$ cat src/rtl/ttl74x595_sipo_if.sv
// Signal bundle for the 74x595-style SIPO receiver.
// Carries TTL74X595_PARITY_EN's PAR line when that macro is defined.
interface ttl74x595_sipo_if #(
  parameter int WIDTH = 8
);
  localparam int CW = $clog2(WIDTH + 1);

  logic          DS;
  logic          SH_EN;
  logic          ST;
  logic          SCLR_n;
  logic          OE_n;
  logic [WIDTH-1:0] Q;
  logic          QH_S;
  logic [CW-1:0] CNT;
  logic          FULL;
  logic          OVR;
`ifdef TTL74X595_PARITY_EN
  logic          PAR;
`endif

  modport master (
    output DS, SH_EN, ST, SCLR_n, OE_n,
`ifdef TTL74X595_PARITY_EN
    input  PAR,
`endif
    input  Q, QH_S, CNT, FULL, OVR
  );

  modport slave (
    input  DS, SH_EN, ST, SCLR_n, OE_n,
`ifdef TTL74X595_PARITY_EN
    output PAR,
`endif
    output Q, QH_S, CNT, FULL, OVR
  );
endinterface

$ cat src/rtl/ttl74x595_sipo.sv
// Shift register plus storage latch with bit count and overflow.
// Optional TTL74X595_PARITY_EN adds PAR = XOR of storage.
module ttl74x595_sipo #(
  parameter int WIDTH = 8
) (
  input logic CLK,
  input logic MR_n,
  ttl74x595_sipo_if.slave bus
);
  localparam int CW = $clog2(WIDTH + 1);
  localparam logic [CW-1:0] W_CNT = CW'(WIDTH);

  logic [WIDTH-1:0] r_sr;
  logic [WIDTH-1:0] r_st;
  logic [CW-1:0]    r_cnt;
  logic             r_ovr;
  logic [WIDTH-1:0] w_sr_nxt;
  logic             w_full;

  assign w_sr_nxt = {r_sr[WIDTH-2:0], bus.DS};
  assign w_full   = (r_cnt == W_CNT);

  // Shift register, bit counter and sticky overflow.
  always_ff @(posedge CLK or negedge MR_n) begin
    if (!MR_n) begin
      r_sr  <= '0;
      r_cnt <= '0;
      r_ovr <= 1'b0;
    end else if (!bus.SCLR_n) begin
      r_sr  <= '0;
      r_cnt <= '0;
      r_ovr <= 1'b0;
    end else begin
      if (bus.SH_EN) r_sr <= w_sr_nxt;
      if (bus.ST) begin
        r_cnt <= bus.SH_EN ? CW'(1) : '0;
        r_ovr <= 1'b0;
      end else if (bus.SH_EN) begin
        if (w_full) r_ovr <= 1'b1;
        else        r_cnt <= r_cnt + CW'(1);
      end
    end
  end

  // Storage latch takes the pre-edge shift value; clear leaves it.
  always_ff @(posedge CLK or negedge MR_n) begin
    if (!MR_n) begin
      r_st <= '0;
    end else if (bus.SCLR_n && bus.ST) begin
      r_st <= r_sr;
    end
  end

`ifdef TTL74X595_PARITY_EN
  logic r_par;

  // Parity captured alongside storage on the store edge.
  always_ff @(posedge CLK or negedge MR_n) begin
    if (!MR_n) begin
      r_par <= 1'b0;
    end else if (bus.SCLR_n && bus.ST) begin
      r_par <= ^r_sr;
    end
  end

  assign bus.PAR = bus.OE_n ? 1'b0 : r_par;
`endif

  assign bus.Q    = bus.OE_n ? '0 : r_st;
  assign bus.QH_S = r_sr[WIDTH-1];
  assign bus.CNT  = r_cnt;
  assign bus.FULL = w_full;
  assign bus.OVR  = r_ovr;
endmodule

$ cat src/flat_wrapper.sv
// flat-port wrapper written by rule: the top's interface ports become plain ports
module ttl74x595_sipo_flat 
#(
  parameter int WIDTH = 8
)
  (CLK, MR_n, bus_DS, bus_SH_EN, bus_ST, bus_SCLR_n, bus_OE_n, bus_Q, bus_QH_S, bus_CNT, bus_FULL, bus_OVR);
  ttl74x595_sipo_if #(.WIDTH(WIDTH)) bus_i ();
  input logic CLK;
  input logic MR_n;
  input wire logic [$bits(bus_i.DS)-1:0] bus_DS;
  input wire logic [$bits(bus_i.SH_EN)-1:0] bus_SH_EN;
  input wire logic [$bits(bus_i.ST)-1:0] bus_ST;
  input wire logic [$bits(bus_i.SCLR_n)-1:0] bus_SCLR_n;
  input wire logic [$bits(bus_i.OE_n)-1:0] bus_OE_n;
  output wire logic [$bits(bus_i.Q)-1:0] bus_Q;
  output wire logic [$bits(bus_i.QH_S)-1:0] bus_QH_S;
  output wire logic [$bits(bus_i.CNT)-1:0] bus_CNT;
  output wire logic [$bits(bus_i.FULL)-1:0] bus_FULL;
  output wire logic [$bits(bus_i.OVR)-1:0] bus_OVR;
  assign bus_i.DS = bus_DS;
  assign bus_i.SH_EN = bus_SH_EN;
  assign bus_i.ST = bus_ST;
  assign bus_i.SCLR_n = bus_SCLR_n;
  assign bus_i.OE_n = bus_OE_n;
  assign bus_Q = bus_i.Q;
  assign bus_QH_S = bus_i.QH_S;
  assign bus_CNT = bus_i.CNT;
  assign bus_FULL = bus_i.FULL;
  assign bus_OVR = bus_i.OVR;
  ttl74x595_sipo #(.WIDTH(WIDTH)) u_core (.CLK(CLK), .MR_n(MR_n), .bus(bus_i));
endmodule
$ cat config.mk
export PLATFORM = sky130hd
export DESIGN_NAME = ttl74x595_sipo_flat
export DESIGN_NICKNAME = d
export VERILOG_FILES = /design/src/rtl/ttl74x595_sipo_if.sv /design/src/rtl/ttl74x595_sipo.sv /design/src/flat_wrapper.sv
export SDC_FILE = /design/constraint.sdc
export NUM_CORES = 1
export LEC_CHECK = 0
export BUFFER_PORTS_ARGS = -buffer_cell sky130_fd_sc_hd__buf_2
export CAP_MARGIN = 30
export CORE_AREA = 2 2 49 51
export DETAILED_ROUTE_END_ITERATION = 8
export DIE_AREA = 0 0 51 53
export PLACE_DENSITY = 0.68
export SETUP_SLACK_MARGIN = 0.2
export SKIP_CTS_REPAIR_TIMING = 1
export SYNTH_ARGS = -nofsm -noshare
export SYNTH_HDL_FRONTEND = slang
export SYNTH_SLANG_ARGS = --single-unit
export TNS_END_PERCENT = 30
$ cat constraint.sdc
create_clock -name CLK -period 1.3 [get_ports CLK]
set_input_delay 0.195 -clock CLK [delete_from_list [all_inputs] [get_ports CLK]]
set_output_delay 0.195 -clock CLK [all_outputs]
set_load 0.03 [all_outputs]
==> impl_metrics.csv, run 1 <==
group,metric,value,unit
layout,num-nets-final,120,
synth,ys_types,23,
sta,min_period,1.44,ns
power_and_ir_drop,leakage,0.646,nW
critical_path,crit_arrival,1.24,ns
sta,fin_crit_sh,1.11,
power_and_ir_drop,vdd_drop_max,0.565,mV
synth,syn_area,992,um2
clock_network,clock_latency,0.31,ns
clock_network,cts.htree.levels,1,
grt,antenna_found_initial,0,
synth,synth_top_family_by_area,"multiplexers",
detailed_routing,drt-total-wl,1.88,mm
synth,synth_compound_area_frac,0.0467,
sta,setup_violations,3,
detailed_routing,dr.pass1.iters,1,
floorplanning,die_area,0.00270,mm2
power_and_ir_drop,power_frac_seq,0.589,
detailed_routing,via_per_inst,4.99,
power_and_ir_drop,intPower,0.852,mW
detailed_routing,antenna_left,0,
power_and_ir_drop,sw_frac_of_total,0.256,
placed_design,dp_slack,-0.00855,ns
layout,layout_commonest_cell,"dfrtp_1",
grt,overflow,0,
layout,area_growth,33.8,%
power_and_ir_drop,report.power.total,1.15,mW
floorplanning,die_height,53,um
clock_network,cts-buffers-inserted,3,
floorplanning,io_pins,22,
synth,ys_warn_count,0,
power_and_ir_drop,power_frac_clock,0.283,
sta,slew_violations,0,
critical_path,start_kind,"register",
synth,muxShareOfSynthArea,0.182,
critical_path,timing_worst_setup_path_type,"register to output port",
synth,synth_seq_cells,21,
floorplanning,coreArea,0.00215,mm2
detailed_routing,post_drt_wl_per_cell,13.6,um
sta,finalHoldViolations,0,
detailed_routing,drt_iter0_markers,0,
detailed_routing,route.detailed.drc,0,
critical_path,path_max_fanout,4,
sta,fmax,0.695,GHz
sta,fin_skew,0.00675,ns
placed_design,routabilityCongestion,0.779,
clock_network,cts_tree,"done",
clock_network,clkTransAtPathRegs,0.12,ns
layout,insertedDiodeCount,0,
critical_path,cp.required,1.11,ns
placed_design,dp_hpwl,1.28,mm
clock_network,root_buffer,"clkbuf_4",
floorplanning,fp.dieW,51,um
floorplanning,fp-row-count,17,
sta,setup_ws,-0.138,ns
power_and_ir_drop,power.net_switching,0.294,mW
sta,tightest_slew,0.475,ns
layout,layout_common_cells,"dfrtp_1, nor2b_1, buf_4, mux2i_1, buf_6",
grt,grt_pass1_wl,3.01,mm
layout,drive_above_1_share,0.509,
grt,grt_max_degree,22,
synth,syn_nets,89,
sta,rsz0062_at_grt,"yes",
grt,grt_pass1_vias,673,
status,violations,"negative setup slack",
power_and_ir_drop,combPwrFrac,0.128,
detailed_routing,routed-via-count,689,
clock_network,cts.sinks,21,
critical_path,critPathCaptureType,"output port",
status,outcome,"complete, but fails checks",
sta,fin_setup_tns,-0.355,ns
synth,synthSimpleGateAreaFrac,0.172,
run,maxCapViolations,0,
placed_design,portBuffers,21,
synth,yosys.area_share.adder,0.0252,
synth,synth_seq_area_share,0.530,
synth,synth-xor-area-share,0.00883,
clock_network,cts_buffer_depth,2,
synth,avgSynthCellArea,12.4,um2
worst_hold_path,hold_path_class,"primary input to register",
sta,maxSlewHeadroom,0.683,
power_and_ir_drop,power_density,863,mW/mm2
synth,syn_inst,80,
grt,grt_use_total,0.155,
floorplanning,start_util,0.462,
through the flow:
stage | area [um2] | instances | utilization | hold WS (ns)
final | 1330 | 138 | 0.618 | 0.168
after global placement | 1150 | 129 | 0.535 | 0.179
after detailed placement | 1150 | 129 | 0.535 | 0.176
after global routing | 1330 | 138 | 0.618 | 0.209
after floorplan | 1010 | 80 | - | -0.101
after CTS | 1180 | 133 | 0.549 | -0.175
worst max-delay path, cell delays in order, from the launching register on:
cell      delay [ns]
dfrtp_2         0.44
inv_2           0.08
ha_4            0.13
nand3b_4        0.10
clkinv_4        0.07
buf_6           0.12
registers in the layout, indices dropped and copies added, names as in the netlist:
register / flops
u_core.bus.CNT: 4
u_core.bus.OVR: 1
u_core.r_sr: 8
u_core.r_st: 8
area by class of cell:
class,instances,area (um2)
clock buffers,3,22.5
clock inverters,1,7.51
fillers,179,821
inverters,3,16.3
multi-input cells,53,482
flip-flops and latches,21,528
well taps,28,35.0
repair buffers,29,236
path summary, 6_finish.rpt:
path                                      to               from  slack [ns]  cells past startpoint
setup / recovery                    bus_FULL  u_core.bus.CNT[0]       -0.14                      5
hold / removal                u_core.r_sr[0]             bus_DS        0.17                      3
setup reg to reg           u_core.bus.CNT[0]  u_core.bus.CNT[0]       -0.12                      6
hold reg to reg               u_core.r_st[2]     u_core.r_st[2]        0.51                      1
max in group asynchronous  u_core.bus.CNT[0]               MR_n        0.59                      2
min in group asynchronous     u_core.r_st[6]               MR_n        0.35                      2
per-layer routing:
layer / share of wire / GRT usage / vias up
met2: 0.48 / 0.240 / 15
met5: 0 / 0 / -
met1: 0.47 / 0.197 / 341
met3: 0.036 / 0.0339 / 4
met4: 0.016 / 0.0946 / 0
li1: - / - / 329
cell usage after synthesis, drive strengths merged:
master	number	area share
dfrtp	21	0.53
nor2b	16	0.10
mux2i	9	0.091
mux2	8	0.091
a21oi	3	0.019
inv	3	0.014
nand2	3	0.011
a21o	2	0.018
buf	2	0.019
ha	2	0.025
nor2	2	0.0076
a32o	1	0.010
and2	1	0.0063
clkbuf	1	0.0038
nand3	1	0.0050
nand3b	1	0.020
nand4	1	0.0063
or2b	1	0.0076
or3	1	0.0063
xor2	1	0.0088
cells by family (layout without fill, tap and decap cells):
logic type,after synthesis,count (layout)
buf+inv,6,36
mux,17,17
fa+ha+maj,2,2
flops,21,21
simple gates,27,27
compound gates,6,6
xor+xnor,1,1
power groups by stage:
stage / Clock, mW / Sequential (mW) / Combinational [mW]
2_1_floorplan: 0 / 0.692 / 0.0711
3_3_place_gp: 0 / 0.687 / 0.119
3_5_place_dp: 0 / 0.688 / 0.121
4_1_cts: 0.337 / 0.675 / 0.122
5_1_grt: 0.363 / 0.677 / 0.161
6_report: 0.324 / 0.675 / 0.147
Power figures use the tool's default switching activity.
==> run 2: changes to the inputs <==
Settings changed: CORE_AREA 2 2 49 51 to 2 2 48 50, DIE_AREA 0 0 51 53 to 0 0 50 52.
Clock period 1.3 ns to 1.4 ns, I/O delays scaled along.
==> run 2 against run 1 <==
- non-clock buffer count unchanged
- count of clock-buffer cells in the layout did not move
- clock power shrank 12%
- sequential share of layout area increased by 0.53 points
- clock skew grew 0.010 ns
- utilization rose by 0.42 points
- critical path type unchanged
- the run still ends with negative setup slack left
==> impl_metrics.csv, run 2 (same netlist as run 1, synthesis figures left out) <==
group,metric,value,unit
status,outcome,"complete, but fails checks",
status,violations,"negative setup slack",
clock_network,cts.sinks,21,
sta,finalHoldViolations,0,
detailed_routing,drt_iter0_markers,12,
floorplanning,io_pins,22,
detailed_routing,route.detailed.drc,0,
sta,tightest_slew,0.464,ns
sta,rsz0062_at_grt,"yes",
sta,min_period,1.44,ns
sta,fin_setup_tns,-0.0549,ns
clock_network,clkTransAtPathRegs,0.13,ns
sta,hold_slack,0.173,ns
power_and_ir_drop,report.power.total,1.05,mW
layout,layout.cells.non_filler,138,
layout,layout_commonest_cell,"dfrtp_1",
critical_path,reg2regPathDepth,6,
placed_design,dp_slack,0.0722,ns
critical_path,slowest_stage,"dfrtp_2",
critical_path,path_cells,"inv_2 > ha_4 > nand3b_4 > clkinv_4 > buf_6",
placed_design,portBuffers,21,
placed_design,postPlaceCellArea,0.00114,mm2
critical_path,start_kind,"register",
power_and_ir_drop,power_density,802,mW/mm2
sta,setup_ws,-0.0433,ns
grt,overflow,0,
grt,antenna_found_initial,0,
floorplanning,coreArea,0.00211,mm2
detailed_routing,drt-total-wl,1.86,mm
detailed_routing,post_drt_wl_per_cell,13.5,um
power_and_ir_drop,leakage,0.643,nW
grt,grt_max_degree,22,
clock_network,root_buffer,"clkbuf_4",
floorplanning,die_height,52,um
critical_path,timing_worst_setup_path_type,"register to output port",
sta,setup_violations,2,
worst_hold_path,hold_path_class,"primary input to register",
floorplanning,die_area,0.00260,mm2
layout,post-route-util,0.622,
detailed_routing,antenna_left,0,
layout,finalInstanceArea,0.00131,mm2
sta,slew_violations,0,
clock_network,clock_latency,0.30,ns
clock_network,cts_buffer_depth,2,
layout,drive_above_1_share,0.509,
critical_path,path_max_fanout,3,
critical_path,crit_arrival,1.23,ns
sta,fmax,0.693,GHz
floorplanning,fp.dieW,50,um
detailed_routing,via_per_inst,4.99,
clock_network,cts_tree,"done",
floorplanning,fp-row-count,17,
critical_path,cp.required,1.19,ns
grt,grt_pass1_wl,2.87,mm
layout,layout_common_cells,"dfrtp_1, nor2b_1, buf_4, mux2i_1, buf_2",
run,maxCapViolations,0,
layout,area_growth,32.0,%
placed_design,dp.cells,128,
power_and_ir_drop,vdd_drop_max,0.535,mV
sta,fin_skew,0.0168,ns
placed_design,dp_hpwl,1.22,mm
placed_design,routabilityCongestion,0.774,
clock_network,cts.htree.levels,1,
critical_path,reg2reg_slack,-0.01,ns
critical_path,critPathCaptureType,"output port",
layout,insertedDiodeCount,0,
grt,grt_use_total,0.148,
sta,fin_crit_sh,1.03,
sta,maxSlewHeadroom,0.691,
detailed_routing,dr.pass1.iters,4,
floorplanning,start_util,0.471,
layout,num-nets-final,120,
clock_network,cts-buffers-inserted,3,
critical_path,max_stage_delay,0.44,ns
grt,grt_pass1_vias,616,
worst_hold_path,hold_depth,3,
detailed_routing,routed-via-count,688,
-- run 2: changes by cell type in the layout (fill, tap and decap cells not counted) --
cell | before | now
buf_2 | 7 | 9
buf_6 | 9 | 7
clkinv_2 | 0 | 1
clkinvlp_4 | 1 | 0
ha_1 | 1 | 0
ha_2 | 0 | 1
or3_1 | 0 | 1
or3_4 | 1 | 0
-- run 2: worst max-delay path: cells and delay by family, from the launching register on --
family	cells	cell delay, ns
flops	1	0.44
buf+inv	3	0.26
fa+ha+maj	1	0.13
simple gates	1	0.10
-- run 2: layout make-up --
cell class              count  area (um2)
well taps                  28        35.0
fillers                   181         796
repair buffers             29         224
inverters                   3        16.3
flip-flops and latches     21         528
clock buffers               3        22.5
clock inverters             1        5.00
multi-input cells          53         479
-- run 2: power breakdown --
group / switching, mW / internal (mW) / leakage [nW]
Sequential: 0.00758 / 0.619 / 0.287
Clock: 0.178 / 0.106 / 0.0177
Combinational: 0.0756 / 0.0651 / 0.338
Total: 0.261 / 0.790 / 0.643
-- run 2: layer usage --
metal / wire, um / vias up / global-route usage
li1: - / 333 / -
met3: 60 / 2 / 0.0287
met5: 0 / - / 0
met4: 11 / 0 / 0.0694
met1: 907 / 341 / 0.212
met2: 879 / 12 / 0.215
-- run 2: path summary, 6_finish.rpt --
| path | start | end |
|---|---|---|
| worst max-delay path | u_core.bus.CNT[1] | bus_FULL |
| worst min-delay path | bus_DS | u_core.r_sr[0] |
| worst max register to register | u_core.bus.CNT[1] | u_core.bus.CNT[0] |
| worst min register to register | u_core.r_st[5] | u_core.r_st[5] |
| max in group asynchronous | MR_n | u_core.bus.CNT[1] |
| min in group asynchronous | MR_n | u_core.r_st[0] |
